`src/rtl/adder_result_accumulator.sv`:
```
// rtl/adder_result_accumulator.sv - reduction stage summing NUM_TERMS adder results
//
// Purpose:
//   Accepts adder results (in_sum, in_carry) over a valid/ready handshake,
//   adds NUM_TERMS of them into a wide accumulator, then holds the total
//   together with sticky overflow / any-carry flags on a valid/ready output.
//
// Ports:
//   clk, rst_n      clock (rising edge), asynchronous active-low reset
//   in_valid/ready  upstream handshake; in_ready is combinational
//   in_sum          WIDTH+1 bit adder sum (MSB is the adder carry-out)
//   in_carry        adder carry flag, ORed into out_any_carry, never added
//   clear           synchronous abort of the current reduction
//   out_valid/ready downstream handshake
//   out_total       sum of NUM_TERMS in_sum values modulo 2^ACC_WIDTH
//   out_overflow    sticky: the accumulation wrapped past 2^ACC_WIDTH
//   out_any_carry   sticky: in_carry was set on some accepted term
module adder_result_accumulator #(
  parameter int WIDTH     = 8,
  parameter int ACC_WIDTH = 16,
  parameter int NUM_TERMS = 4
) (
  input  logic                 clk,
  input  logic                 rst_n,
  input  logic                 in_valid,
  output logic                 in_ready,
  input  logic [WIDTH:0]       in_sum,
  input  logic                 in_carry,
  input  logic                 clear,
  output logic                 out_valid,
  input  logic                 out_ready,
  output logic [ACC_WIDTH-1:0] out_total,
  output logic                 out_overflow,
  output logic                 out_any_carry
);

  localparam int CW = $clog2(NUM_TERMS + 1);
  localparam logic [CW-1:0] LAST_IDX = CW'(NUM_TERMS - 1);

  typedef enum logic [1:0] {
    S_IDLE,
    S_ACCUM,
    S_DONE
  } state_t;

  state_t               state;
  logic [ACC_WIDTH-1:0] acc;
  logic [CW-1:0]        cnt;
  logic                 ovf;
  logic                 any_carry;

  logic                 accept;
  logic [ACC_WIDTH:0]   sum_wide;
  logic                 ovf_next;
  logic                 any_carry_next;

  // Ready depends on rst_n directly so it drops the instant reset asserts,
  // not at the next edge.
  assign in_ready = rst_n && !clear && (state != S_DONE);
  assign accept   = in_valid && in_ready;

  // One extra bit captures the carry out of the accumulator width.
  assign sum_wide       = {1'b0, acc} + {{(ACC_WIDTH - WIDTH){1'b0}}, in_sum};
  assign ovf_next       = ovf | sum_wide[ACC_WIDTH];
  assign any_carry_next = any_carry | in_carry;

  always_ff @(posedge clk or negedge rst_n) begin
    if (!rst_n) begin
      state         <= S_IDLE;
      acc           <= '0;
      cnt           <= '0;
      ovf           <= 1'b0;
      any_carry     <= 1'b0;
      out_total     <= '0;
      out_overflow  <= 1'b0;
      out_any_carry <= 1'b0;
      out_valid     <= 1'b0;
    end else if (clear) begin
      // Clear wins over a same-cycle output handshake; a held result is dropped.
      state         <= S_IDLE;
      acc           <= '0;
      cnt           <= '0;
      ovf           <= 1'b0;
      any_carry     <= 1'b0;
      out_overflow  <= 1'b0;
      out_any_carry <= 1'b0;
      out_valid     <= 1'b0;
    end else begin
      case (state)
        S_IDLE, S_ACCUM: begin
          if (accept) begin
            acc       <= sum_wide[ACC_WIDTH-1:0];
            ovf       <= ovf_next;
            any_carry <= any_carry_next;
            cnt       <= cnt + CW'(1);
            if (cnt == LAST_IDX) begin
              state         <= S_DONE;
              out_total     <= sum_wide[ACC_WIDTH-1:0];
              out_overflow  <= ovf_next;
              out_any_carry <= any_carry_next;
              out_valid     <= 1'b1;
            end else begin
              state <= S_ACCUM;
            end
          end
        end
        S_DONE: begin
          if (out_ready) begin
            state         <= S_IDLE;
            acc           <= '0;
            cnt           <= '0;
            ovf           <= 1'b0;
            any_carry     <= 1'b0;
            out_overflow  <= 1'b0;
            out_any_carry <= 1'b0;
            out_valid     <= 1'b0;
          end
        end
        default: begin
          state     <= S_IDLE;
          out_valid <= 1'b0;
        end
      endcase
    end
  end

endmodule
```
`config.mk`:
```
export PLATFORM = sky130hd
export DESIGN_NAME = adder_result_accumulator
export DESIGN_NICKNAME = d
export VERILOG_FILES = /design/src/rtl/adder_result_accumulator.sv
export SDC_FILE = /design/constraint.sdc
export NUM_CORES = 1
export LEC_CHECK = 0
export BUFFER_PORTS_ARGS = -buffer_cell sky130_fd_sc_hd__buf_2
export CAP_MARGIN = 40
export CORE_MARGIN = 1.5
export CORE_UTILIZATION = 55
export CTS_BUF_LIST = sky130_fd_sc_hd__clkbuf_16
export CTS_CLUSTER_DIAMETER = 50
export DETAILED_ROUTE_END_ITERATION = 6
export PLACE_DENSITY = 0.78
export SETUP_SLACK_MARGIN = 0.2
export SYNTH_ARGS = -nofsm -noshare
export SYNTH_HDL_FRONTEND = slang
export SYNTH_SLANG_ARGS = --single-unit
```
`constraint.sdc`:
```
create_clock -name clk -period 2.85 [get_ports clk]
set_clock_uncertainty 0.15 [all_clocks]
set_input_delay 0.4275 -clock clk [delete_from_list [all_inputs] [get_ports clk]]
set_output_delay 0.4275 -clock clk [all_outputs]
set_load 0.01 [all_outputs]
```
==> results.md <==
* Post-CTS Resized at 0
* Pwr Density at 535 nW/µm²
* R2R setup slack at 0.42 ns
* Core area at 3770 µm²
* # rows at 22
* Placer Congestion at 0.834
* RR Endpoint: ovf$_DFFE_PN0P_
* Die width at 66.6 µm
* Routed Antenna Nets at 0
* Initial Util at 59.0%
* Synth Area per Inst at 10.4 µm²
* Final number of hold-violating endpoints at 0
* Leak at 1.25 nW
* DRT Wirelength at 4480 µm
* Reg-to-Reg Start: acc[0]$_DFFE_PN0P_
* Largest net degree at the start of global routing at 46
* RSZ-0062 raised after global routing: false
* Post-synth top area cell: dfrtp_1
* DR vias/cell at 5.85
* Max Fclk at 0.412 GHz
* Crit path kind: register to register
* Setup bufs post-CTS at 0
* Layout Nets at 278
* Primary FF master, synth: dfrtp_1
* Min cycle time layout at 2.43 ns
* TritonCTS Sinks at 42
* Share of the synthesized area in the top cell type at 47.3%
* Worst-margin pin slew at 0.600 ns
* Library cells used by synthesis at 44
* Root buf cell: clkbuf_16
* Final setup viols at 0
* DRC at 0
* Clock buffer count from CTS at 5
* Cell area after layout at 2580 µm²
* H-tree Lvls at 2
* DP Area at 2450 µm²
* Net Count, Synth at 241
* Setup crit end kind: register
* HPWL Detailed at 3250 µm
* I/O Pins at 35
* Post-synth EDFFs at 0
* Most frequent cells after synthesis: 42 x dfrtp_1, 26 x nand2_1, 15 x a21oi_1, 13 x o21ai_0, 11 x ha_1
* Most common cell in the netlist: dfrtp_1
* Worst VDD drop at 0.450 mV
* Worst-path clk slew at 0.06 ns
* Vias in the first global route at 1714
* Worst skew pair latency at 0.28 ns
* Placed insts at 292
* Outcome: finished clean
* Die Ht at 66.6 µm
* Largest stage delay on the critical path at 0.41 ns
* DR vias at 1756
* Area delta synth->final at 16.3%
* Grt total ovfl at 0
* Register area share after synthesis at 47.3%
* YS warnings at 0
* Fill cell count at 288
* CTS tree: built
* Async set-reset flop share out of synthesis at 100%
* Dominant cells by area after synthesis: dfrtp_1 47%, ha_1 6.2%, nand2_1 4.4%
* Reg2reg path depth at 8
* Routed len/inst at 14.9 µm
* PortBufs at 34
* Final Max Slew Viols at 0
* Crit path buf inv count at 0
* Critical-path cell list: ha_1 -> fa_1 -> a21o_2 -> a221oi_2 -> o21a_2 -> nand2b_2 -> nor3_1 -> o21a_1
* Crit-path slowest cell: fa_1
* Period utilization at 85.1%
* First-pass GRT wire length at 7970 µm
* Setup TNS at 0 ns
* Family with the most delay on the worst path: compound AO/OA/AOI/OAI gates
* Flops & latches, synth at 42
* CTS max path bufs at 2
* Worst Setup Start Kind: register
* DR pass1 iterations at 4
* First DRT Iteration DRCs at 100
* Total track usage at 23.9%
* Post-route insts no fill at 300
* Crit path DAT at 2.44 ns
* Share of layout cells above drive strength 1 at 26.2%
* Post-synthesis cell count at 214
* Mapped Area at 2220 µm²
* ANT cells at 0
* Max-slew headroom at 59.7%
* Antenna violations before repair at 0
* Hold buffer count at CTS at 0
* Die footprint at 4430 µm²
* Crit path required time at 2.87 ns
* Final Power at 0.00138 W
* Hold Path Class: primary input to asynchronous set/reset pin
* Critical Path Fanout Max at 4
* MaxCap Viol Count at 0
==> final cells by class <==
cell class              instances  area (µm²)  area share [%]
well taps                      48        60.1            2.32
clock inverters                 3        12.5           0.484
repair buffers                 38         200            7.74
multi-input cells             163        1130            43.8
inverters                       1        3.75           0.145
flip-flops and latches         42        1050            40.7
clock buffers                   5         125            4.84
==> per-stage QoR <==
stage,hold slack [ns],utilization (%),worst slack (ns)
4_1_cts,0.153,68.5,0.415
3_5_place_dp,0.315,64.9,0.256
6_report,0.120,68.5,0.424
5_1_grt,0.196,68.5,0.271
2_1_floorplan,-0.0181,-,0.523
3_3_place_gp,0.305,64.9,0.296
==> routing by layer <==
layer | vias to the layer above | share of wire [%] | global-route usage [%]
met3 | 7 | 3.9 | 4.56
met1 | 847 | 48 | 33.0
li1 | 854 | - | -
met5 | - | 0 | 0
met2 | 48 | 47 | 38.3
met4 | 0 | 1.2 | 6.89
==> flip-flops by register name, summed over array words and instances, names as in the netlist <==
register       count
cnt                3
state              2
out_any_carry      1
acc               16
out_overflow       1
out_valid          1
any_carry          1
out_total         16
ovf                1
==> report_power, final <==
| part | internal [W] | total, W | switching [W] |
|---|---|---|---|
| clock network | 0.000316 | 0.000529 | 0.000212 |
| registers | 0.000624 | 0.000651 | 0.0000267 |
| logic | 0.0000853 | 0.000203 | 0.000117 |
==> how the worst max path moves through the flow <==
stage / startpoint / to / slack, ns / cells past startpoint
floorplan: in_sum[0] / ovf$_DFFE_PN0P_ / 0.52 / 8
global placement: in_sum[0] / ovf$_DFFE_PN0P_ / 0.30 / 9
detailed placement: in_sum[0] / ovf$_DFFE_PN0P_ / 0.26 / 9
CTS: acc[0]$_DFFE_PN0P_ / ovf$_DFFE_PN0P_ / 0.42 / 8
global route: acc[0]$_DFFE_PN0P_ / out_total[12]$_DFFE_PN0P_ / 0.27 / 8
finish: acc[0]$_DFFE_PN0P_ / ovf$_DFFE_PN0P_ / 0.42 / 8
==> layout by cell type (no fill, tap or decap), types with 2 or more instances in the layout <==
| cell type | count |
|---|---|
| xnor2_1 | 10 |
| a21oi_2 | 3 |
| o21ai_0 | 13 |
| a22o_1 | 9 |
| o21a_1 | 2 |
| dfrtp_1 | 42 |
| a31oi_1 | 4 |
| a21oi_1 | 15 |
| clkbuf_16 | 5 |
| buf_4 | 4 |
| mux2i_1 | 2 |
| o311ai_1 | 2 |
| inv_1 | 2 |
| nor2b_1 | 2 |
| nand2_1 | 26 |
| and3_1 | 3 |
| o21a_2 | 2 |
| nor2_1 | 10 |
| buf_2 | 34 |
| o21ai_1 | 4 |
| xor2_1 | 3 |
| mux2_2 | 7 |
| nand2b_1 | 2 |
| nand3_1 | 7 |
| nor2_2 | 2 |
| o31ai_1 | 3 |
| nand4_1 | 3 |
| ha_1 | 11 |
| a21o_1 | 2 |
==> cells by family after synthesis <==
logic type                 count (synthesis)  synth area share (%)
adders and majority gates                 12                  7.09
buffers and inverters                      9                  1.80
AOI/OAI and AO/OA                         66                  20.5
and+or+nand+nor                           63                  13.8
xor gates and xnor gates                  13                  5.12
DFF                                       42                  47.3
muxes                                      9                  4.45
No activity file was read; power rests on OpenSTA's default activity.
